## src/rtl/ysyx_24100012_idu_pkg.sv

```systemverilog
// Shared definitions for the pipelined RV32I(+M) decode stage: opcodes,
// writeback/pc-type encodings, the decoded control bundle and occupancy states.
package ysyx_24100012_idu_pkg;

   localparam logic [6:0] OP_R     = 7'b0110011;
   localparam logic [6:0] OP_I     = 7'b0010011;
   localparam logic [6:0] OP_B     = 7'b1100011;
   localparam logic [6:0] OP_L     = 7'b0000011;
   localparam logic [6:0] OP_S     = 7'b0100011;
   localparam logic [6:0] OP_JAL   = 7'b1101111;
   localparam logic [6:0] OP_JALR  = 7'b1100111;
   localparam logic [6:0] OP_AUIPC = 7'b0010111;
   localparam logic [6:0] OP_LUI   = 7'b0110111;
   localparam logic [6:0] OP_SYS   = 7'b1110011;

   localparam logic [6:0] F7_MEXT  = 7'b0000001;

   localparam logic [1:0] WB_ALU   = 2'b00;
   localparam logic [1:0] WB_PC    = 2'b01;
   localparam logic [1:0] WB_LOAD  = 2'b10;
   localparam logic [1:0] WB_NONE  = 2'b11;

   localparam logic [1:0] PC_SEQ    = 2'b00;
   localparam logic [1:0] PC_JUMP   = 2'b01;
   localparam logic [1:0] PC_BRANCH = 2'b10;

   // Everything decoded except pc and imm, whose width follows DATA_WIDTH.
   typedef struct packed {
      logic       illegal;
      logic [2:0] func3;
      logic [4:0] alusel;
      logic [1:0] pctype;
      logic [4:0] rs1;
      logic [4:0] rs2;
      logic [4:0] rd;
      logic       asel;
      logic       bsel;
      logic       wen;
      logic       memwen;
      logic       memren;
      logic [1:0] wbsel;
   } ctrl_t;

   localparam int CTRL_W = $bits(ctrl_t);

   // A stored bundle is packed as {pc, imm, ctrl}, ctrl in the low bits.
   function automatic int bundle_w(input int dw);
      return 2 * dw + CTRL_W;
   endfunction

   typedef enum logic [1:0] {
      ST_EMPTY = 2'd0,
      ST_ONE   = 2'd1,
      ST_TWO   = 2'd2
   } occ_t;

endpackage

```

## src/rtl/ysyx_24100012_idu_comb.sv

```systemverilog
// Purely combinational RV32I(+M) decode of one instruction word into the
// control bundle and immediate; illegal encodings yield a trap-only bundle.
module ysyx_24100012_idu_comb
   import ysyx_24100012_idu_pkg::*;
#(
   parameter int DATA_WIDTH = 32,
   parameter int HAS_M      = 1,
   parameter int HAS_SYS    = 1
) (
   input  logic [31:0]           inst,
   output ctrl_t                 ctrl,
   output logic [DATA_WIDTH-1:0] imm
);

   logic [6:0]            opcode;
   logic [2:0]            f3;
   logic                  is_mext;
   logic                  is_shift;
   logic [DATA_WIDTH-1:0] imm_i;
   logic [DATA_WIDTH-1:0] imm_sh;
   logic [DATA_WIDTH-1:0] imm_s;
   logic [DATA_WIDTH-1:0] imm_b;
   logic [DATA_WIDTH-1:0] imm_j;
   logic [DATA_WIDTH-1:0] imm_u;

   assign opcode   = inst[6:0];
   assign f3       = inst[14:12];
   assign is_mext  = (inst[31:25] == F7_MEXT);
   assign is_shift = (f3 == 3'b001) || (f3 == 3'b101);

   assign imm_i  = {{(DATA_WIDTH-11){inst[31]}}, inst[30:20]};
   assign imm_sh = {{(DATA_WIDTH-5){1'b0}}, inst[24:20]};
   assign imm_s  = {{(DATA_WIDTH-11){inst[31]}}, inst[30:25], inst[11:7]};
   assign imm_b  = {{(DATA_WIDTH-12){inst[31]}}, inst[7], inst[30:25], inst[11:8], 1'b0};
   assign imm_j  = {{(DATA_WIDTH-20){inst[31]}}, inst[19:12], inst[20], inst[30:21], 1'b0};
   assign imm_u  = {{(DATA_WIDTH-31){inst[31]}}, inst[30:12], 12'b0};

   // Default is the illegal bundle; each legal opcode overrides what it uses.
   always_comb begin
      ctrl         = '0;
      ctrl.func3   = f3;
      ctrl.pctype  = PC_SEQ;
      ctrl.wbsel   = WB_NONE;
      ctrl.illegal = 1'b1;
      imm          = '0;
      case (opcode)
         OP_R: begin
            if (!is_mext || (HAS_M != 0)) begin
               ctrl.illegal = 1'b0;
               ctrl.rs1     = inst[19:15];
               ctrl.rs2     = inst[24:20];
               ctrl.rd      = inst[11:7];
               ctrl.wen     = 1'b1;
               ctrl.wbsel   = WB_ALU;
               ctrl.alusel  = is_mext ? {2'b10, f3} : {1'b0, inst[30], f3};
            end
         end
         OP_I: begin
            ctrl.illegal = 1'b0;
            ctrl.rs1     = inst[19:15];
            ctrl.rd      = inst[11:7];
            ctrl.wen     = 1'b1;
            ctrl.bsel    = 1'b1;
            ctrl.wbsel   = WB_ALU;
            ctrl.alusel  = is_shift ? {1'b0, inst[30], f3} : {2'b00, f3};
            imm          = is_shift ? imm_sh : imm_i;
         end
         OP_B: begin
            ctrl.illegal = 1'b0;
            ctrl.rs1     = inst[19:15];
            ctrl.rs2     = inst[24:20];
            ctrl.asel    = 1'b1;
            ctrl.bsel    = 1'b1;
            ctrl.wbsel   = WB_ALU;
            ctrl.pctype  = PC_BRANCH;
            imm          = imm_b;
         end
         OP_L: begin
            ctrl.illegal = 1'b0;
            ctrl.rs1     = inst[19:15];
            ctrl.rd      = inst[11:7];
            ctrl.wen     = 1'b1;
            ctrl.bsel    = 1'b1;
            ctrl.wbsel   = WB_LOAD;
            ctrl.memren  = 1'b1;
            imm          = imm_i;
         end
         OP_S: begin
            ctrl.illegal = 1'b0;
            ctrl.rs1     = inst[19:15];
            ctrl.rs2     = inst[24:20];
            ctrl.bsel    = 1'b1;
            ctrl.memwen  = 1'b1;
            imm          = imm_s;
         end
         OP_JAL: begin
            ctrl.illegal = 1'b0;
            ctrl.rd      = inst[11:7];
            ctrl.wen     = 1'b1;
            ctrl.asel    = 1'b1;
            ctrl.bsel    = 1'b1;
            ctrl.wbsel   = WB_PC;
            ctrl.pctype  = PC_JUMP;
            imm          = imm_j;
         end
         OP_JALR: begin
            ctrl.illegal = 1'b0;
            ctrl.rs1     = inst[19:15];
            ctrl.rd      = inst[11:7];
            ctrl.wen     = 1'b1;
            ctrl.wbsel   = WB_PC;
            ctrl.pctype  = PC_JUMP;
            imm          = imm_i;
         end
         OP_AUIPC: begin
            ctrl.illegal = 1'b0;
            ctrl.rd      = inst[11:7];
            ctrl.wen     = 1'b1;
            ctrl.asel    = 1'b1;
            ctrl.bsel    = 1'b1;
            ctrl.wbsel   = WB_ALU;
            imm          = imm_u;
         end
         OP_LUI: begin
            ctrl.illegal = 1'b0;
            ctrl.rd      = inst[11:7];
            ctrl.wen     = 1'b1;
            ctrl.bsel    = 1'b1;
            ctrl.wbsel   = WB_ALU;
            imm          = imm_u;
         end
         OP_SYS: begin
            if (HAS_SYS != 0) begin
               ctrl.illegal = 1'b0;
               ctrl.rs1     = inst[19:15];
               ctrl.bsel    = 1'b1;
               imm          = imm_i;
            end
         end
         default: ;
      endcase
   end

endmodule

```

## src/rtl/ysyx_24100012_idu_pipe.sv

```systemverilog
// Registered decode stage: decodes at the input, holds up to two decoded
// bundles in a skid queue (head drives the outputs), supports flush.
module ysyx_24100012_idu_pipe
   import ysyx_24100012_idu_pkg::*;
#(
   parameter int DATA_WIDTH = 32,
   parameter int HAS_M      = 1,
   parameter int HAS_SYS    = 1
) (
   input  logic                  clk,
   input  logic                  rst,
   input  logic                  in_valid,
   output logic                  in_ready,
   input  logic [31:0]           in_inst,
   input  logic [DATA_WIDTH-1:0] in_pc,
   input  logic                  flush,
   output logic                  out_valid,
   input  logic                  out_ready,
   output logic [DATA_WIDTH-1:0] out_pc,
   output logic [DATA_WIDTH-1:0] out_imm,
   output logic [2:0]            out_func3,
   output logic [4:0]            out_alusel,
   output logic [1:0]            out_pctype,
   output logic [4:0]            out_rs1,
   output logic [4:0]            out_rs2,
   output logic [4:0]            out_rd,
   output logic                  out_asel,
   output logic                  out_bsel,
   output logic                  out_wen,
   output logic                  out_memwen,
   output logic                  out_memren,
   output logic [1:0]            out_wbsel,
   output logic                  out_illegal,
   output logic [31:0]           decode_cnt,
   output logic [1:0]            dbg_state
);

   localparam int BW = bundle_w(DATA_WIDTH);

   // Handshake: a transfer happens on a cycle where valid and ready are both
   // high at the rising edge; in_ready/out_valid depend only on occupancy.
   occ_t                  state;
   occ_t                  state_nxt;
   ctrl_t                 dec_ctrl;
   ctrl_t                 head_ctrl;
   logic [DATA_WIDTH-1:0] dec_imm;
   logic [BW-1:0]         in_bundle;
   logic [BW-1:0]         ent_q [2];
   logic                  accept;
   logic                  drain;

   ysyx_24100012_idu_comb #(
      .DATA_WIDTH (DATA_WIDTH),
      .HAS_M      (HAS_M),
      .HAS_SYS    (HAS_SYS)
   ) u_comb (
      .inst (in_inst),
      .ctrl (dec_ctrl),
      .imm  (dec_imm)
   );

   assign in_bundle = {in_pc, dec_imm, dec_ctrl};
   assign in_ready  = (state != ST_TWO);
   assign out_valid = (state != ST_EMPTY);
   assign accept    = in_valid & in_ready;
   assign drain     = out_valid & out_ready;
   assign dbg_state = state;

   always_comb begin
      state_nxt = state;
      case (state)
         ST_EMPTY: if (accept) state_nxt = ST_ONE;
         ST_ONE: begin
            if (accept && !drain)      state_nxt = ST_TWO;
            else if (!accept && drain) state_nxt = ST_EMPTY;
         end
         ST_TWO:   if (drain) state_nxt = ST_ONE;
         default:  state_nxt = ST_EMPTY;
      endcase
      if (flush) state_nxt = ST_EMPTY;
   end

   // Entry 0 is always the head; a drain from TWO shifts entry 1 forward.
   always_ff @(posedge clk) begin
      if (rst) begin
         state      <= ST_EMPTY;
         ent_q[0]   <= '0;
         ent_q[1]   <= '0;
         decode_cnt <= '0;
      end else begin
         state <= state_nxt;
         if (drain) decode_cnt <= decode_cnt + 32'd1;
         if (!flush) begin
            case (state)
               ST_EMPTY: if (accept) ent_q[0] <= in_bundle;
               ST_ONE: begin
                  if (accept && drain) ent_q[0] <= in_bundle;
                  else if (accept)     ent_q[1] <= in_bundle;
               end
               ST_TWO:   if (drain) ent_q[0] <= ent_q[1];
               default: ;
            endcase
         end
      end
   end

   assign {out_pc, out_imm, head_ctrl} = ent_q[0];

   assign out_func3   = head_ctrl.func3;
   assign out_alusel  = head_ctrl.alusel;
   assign out_pctype  = head_ctrl.pctype;
   assign out_rs1     = head_ctrl.rs1;
   assign out_rs2     = head_ctrl.rs2;
   assign out_rd      = head_ctrl.rd;
   assign out_asel    = head_ctrl.asel;
   assign out_bsel    = head_ctrl.bsel;
   assign out_wen     = head_ctrl.wen;
   assign out_memwen  = head_ctrl.memwen;
   assign out_memren  = head_ctrl.memren;
   assign out_wbsel   = head_ctrl.wbsel;
   assign out_illegal = head_ctrl.illegal;

endmodule

```

## config.mk

```make
export PLATFORM = sky130hd
export DESIGN_NAME = ysyx_24100012_idu_pipe
export DESIGN_NICKNAME = d
export VERILOG_FILES = /design/src/rtl/ysyx_24100012_idu_pkg.sv /design/src/rtl/ysyx_24100012_idu_comb.sv /design/src/rtl/ysyx_24100012_idu_pipe.sv
export SDC_FILE = /design/constraint.sdc
export NUM_CORES = 1
export LEC_CHECK = 0
export CORE_MARGIN = 3
export CORE_UTILIZATION = 35
export DETAILED_ROUTE_END_ITERATION = 16
export GPL_TIMING_DRIVEN = 0
export PLACE_DENSITY = 0.55
export SLEW_MARGIN = 10
export SYNTH_ARGS = -nofsm -noshare
export SYNTH_HDL_FRONTEND = slang
export SYNTH_SLANG_ARGS = --single-unit
```

## constraint.sdc

```tcl
create_clock -name clk -period 16 [get_ports clk]
set_input_delay 3.2 -clock clk [delete_from_list [all_inputs] [get_ports clk]]
set_output_delay 3.2 -clock clk [all_outputs]
set_load 0.01 [all_outputs]
```

==> results.json <==
{
  "multi_input_comb_area_sq_um": 2850,
  "path_cells": "clkdlybuf4s50_1 > clkbuf_1 > clkbuf_1 > o21bai_4 > buf_16 > buf_16 > buf_12 > buf_16",
  "crit_start": "rst",
  "slew_violations": 0,
  "nets": 1040,
  "leakage_uw": 0.00532,
  "timing.rr.end": "ent_q[0][52]",
  "cts.sinks": 228,
  "cp-end-kind": "register",
  "synth-seq-cells": 228,
  "fin_crit_sh_pct": 35.5,
  "io_pins": 202,
  "path_buf_inv": 7,
  "finClkSkew_ns": 0.0101,
  "postSynthAreaPerCell_sq_um": 13.0,
  "postCtsSetupBuffers": 0,
  "core_area_sq_um": 26400,
  "fp-row-count": 59,
  "drt_first_pass_iters": 5,
  "drc_errors": 0,
  "die_height_um": 171,
  "clk_pin_slew_ns": 0.06,
  "setup.worst_path.start_class": "input port",
  "antenna_cells": 0,
  "synth_area_leaders": "edfxtp_1 61%, dfxtp_1 7.1%, a21o_1 5.9%",
  "yosys.area.top_type": "edfxtp_1",
  "reg2reg_slack_ns": 13.26,
  "grt_pass1_vias": 6556,
  "gp_congestion": 0.881,
  "dieArea_sq_um": 29300,
  "hold_depth": 1,
  "wl_mm": 24.1,
  "seq_area_frac_synth_pct": 68.2,
  "power_uw": 1350,
  "outcome": "finished clean",
  "crit_cells": 8,
  "setup_viol": 0,
  "r2r-start": "dbg_state[1]",
  "dp_hpwl_mm": 17.4,
  "synth_edf_count": 194,
  "worstPathMaxFanout": 26,
  "initial_core_util_pct": 36.1,
  "ys_warn_count": 0,
  "drive_gt1_share_pct": 7.27,
  "tightest_slew_ns": 0.948,
  "numCtsBuffers": 26,
  "arrival_ns": 5.89,
  "cts_buffer_depth": 3,
  "final.setup.tns_ns": 0,
  "maxCapViolCount": 0,
  "syn_area_sq_um": 9540,
  "cts-root-buf": "clkbuf_16",
  "grt_setup_unrepaired": "no",
  "syn_nets": 805,
  "crit_family": "buffers and inverters",
  "synth.distinct_cells": 55,
  "period_needed_ns": 5.67,
  "cp.required_ns": 16.21,
  "fillerInstances": 2388,
  "first_iter_violations": 447,
  "endpoint": "ent_q[1][89]",
  "syn_inst": 735,
  "pwr_density_cell_nw_per_um2": 104,
  "slew_headroom_pct": 36.3,
  "max_freq_mhz": 176,
  "grt_overflow": 0,
  "vias": 6610,
  "clk_latency_ns": 0.52,
  "ctsResizeCount": 0,
  "grt_max_degree": 31,
  "wl_per_cell_um": 18.2,
  "synth_top_area_share_pct": 61.1,
  "cts_tree": "done",
  "seq_area_sq_um": 6510,
  "area_growth_pct": 36.4,
  "hold_buffers": 0,
  "ant_nets": 0,
  "ys.flop_type": "edfxtp_1",
  "ff2ff_path_depth": 6,
  "ctsHtreeMaxLevel": 1,
  "crit_type": "input port to register",
  "slowest_delay_ns": 0.72,
  "synthArstFlopShare_pct": 0,
  "portBuffers": 199,
  "ir_drop_uv": 64.2,
  "path_common_cell": "buf_16",
  "cp_slowest_cell": "clkdlybuf4s50_1",
  "antenna_found_initial": 0,
  "fp.dieW_um": 171,
  "grt_pass1_wl_mm": 37.1,
  "hold_violations": 0,
  "grt_use_total_pct": 16.1,
  "vias_per_cell": 4.99,
  "hp-class": "register to register"
}
## synthesized netlist by cell type (all sizes together), types with 14 or more instances
library cell and n:
a21o 75, a21oi 26, and2 50, and3 15, buf 14, clkbuf 25
dfxtp 34, edfxtp 194, nand2 66, nand3 18, nor2 55, o21ai 29
xor2 17
## cells by family (layout without fill, tap and decap cells)
kind of cell,count (synthesis),count (layout),synth area share (%)
compound gates,167,167,11.9
xor+xnor,23,23,2.11
fa+ha+maj,1,1,0.131
buf+inv,49,304,2.12
flops,228,228,68.2
mux,3,3,0.341
simple gates,264,264,15.2
## worst min path at each step
| stage | slack, ns | endpoint | startpoint |
|---|---|---|---|
| floorplan | 0.49 | ent_q[0][29] | ent_q[1][29] |
| global placement | 0.50 | ent_q[0][66] | ent_q[1][66] |
| detailed placement | 0.51 | ent_q[0][10] | ent_q[1][10] |
| CTS | 0.51 | ent_q[0][10] | ent_q[1][10] |
| global route | 0.53 | ent_q[0][10] | ent_q[1][10] |
| finish | 0.51 | ent_q[0][10] | ent_q[1][10] |
## through the flow
step / worst slack [ns] / cells / util, % / hold WS [ns] / area, sq um
final: 10.33 / 1325 / 49.2 / 0.510 / 13000
after global routing: 10.12 / 1325 / 49.2 / 0.527 / 13000
after CTS: 10.30 / 1325 / 49.2 / 0.514 / 13000
after detailed placement: 9.76 / 1277 / 46.1 / 0.505 / 12200
after global placement: 3.89 / 1269 / 45.2 / 0.497 / 12000
after floorplan: 7.26 / 735 / - / 0.491 / 9540
## routing by layer
layer | vias to the layer above | part of all wire, % | global-route usage [%]
met3 | 28 | 7.9 | 4.71
met1 | 3182 | 44 | 21.6
met4 | 0 | 1.4 | 3.01
met2 | 209 | 47 | 26.2
met5 | - | 0 | 0
li1 | 3191 | - | -
## flip-flops by register name, summed over array words and instances (netlist names)
name,count
ent_q,194
decode_cnt,32
dbg_state,2
## layout make-up
class,instances,area share [%]
Timing Repair Buffer,207,16.9
Sequential cell,228,50.0
Tap cell,335,3.22
Clock inverter,14,0.875
Inverter,10,0.288
Multi-Input combinational cell,458,21.9
Clock buffer,34,5.55
Buffer,39,1.27
## power breakdown
part / internal, uW / switching [uW]
logic: 53.3 / 49.0
clock network: 348 / 229
registers: 668 / 6.85
total: 1070 / 285
## placed cells by master (no fill, tap or decap), drive strengths merged, types with 3 or more instances in the layout
cell type	n
or4	5
edfxtp	194
xor2	17
nand2b	4
nand2	66
nor2	55
a22oi	11
nor4b	3
a21o	75
nor3	8
o211ai	12
clkinv	11
clkbuf	59
xnor2	6
a211oi	3
and4	3
nor2b	9
a21oi	26
nand3	18
and2	50
o21ai	29
inv	10
nor4	4
nand4	10
or2	3
and3	15
clkdlybuf4s50	199
buf	22
dfxtp	34
(Power assumes the default switching activity.)
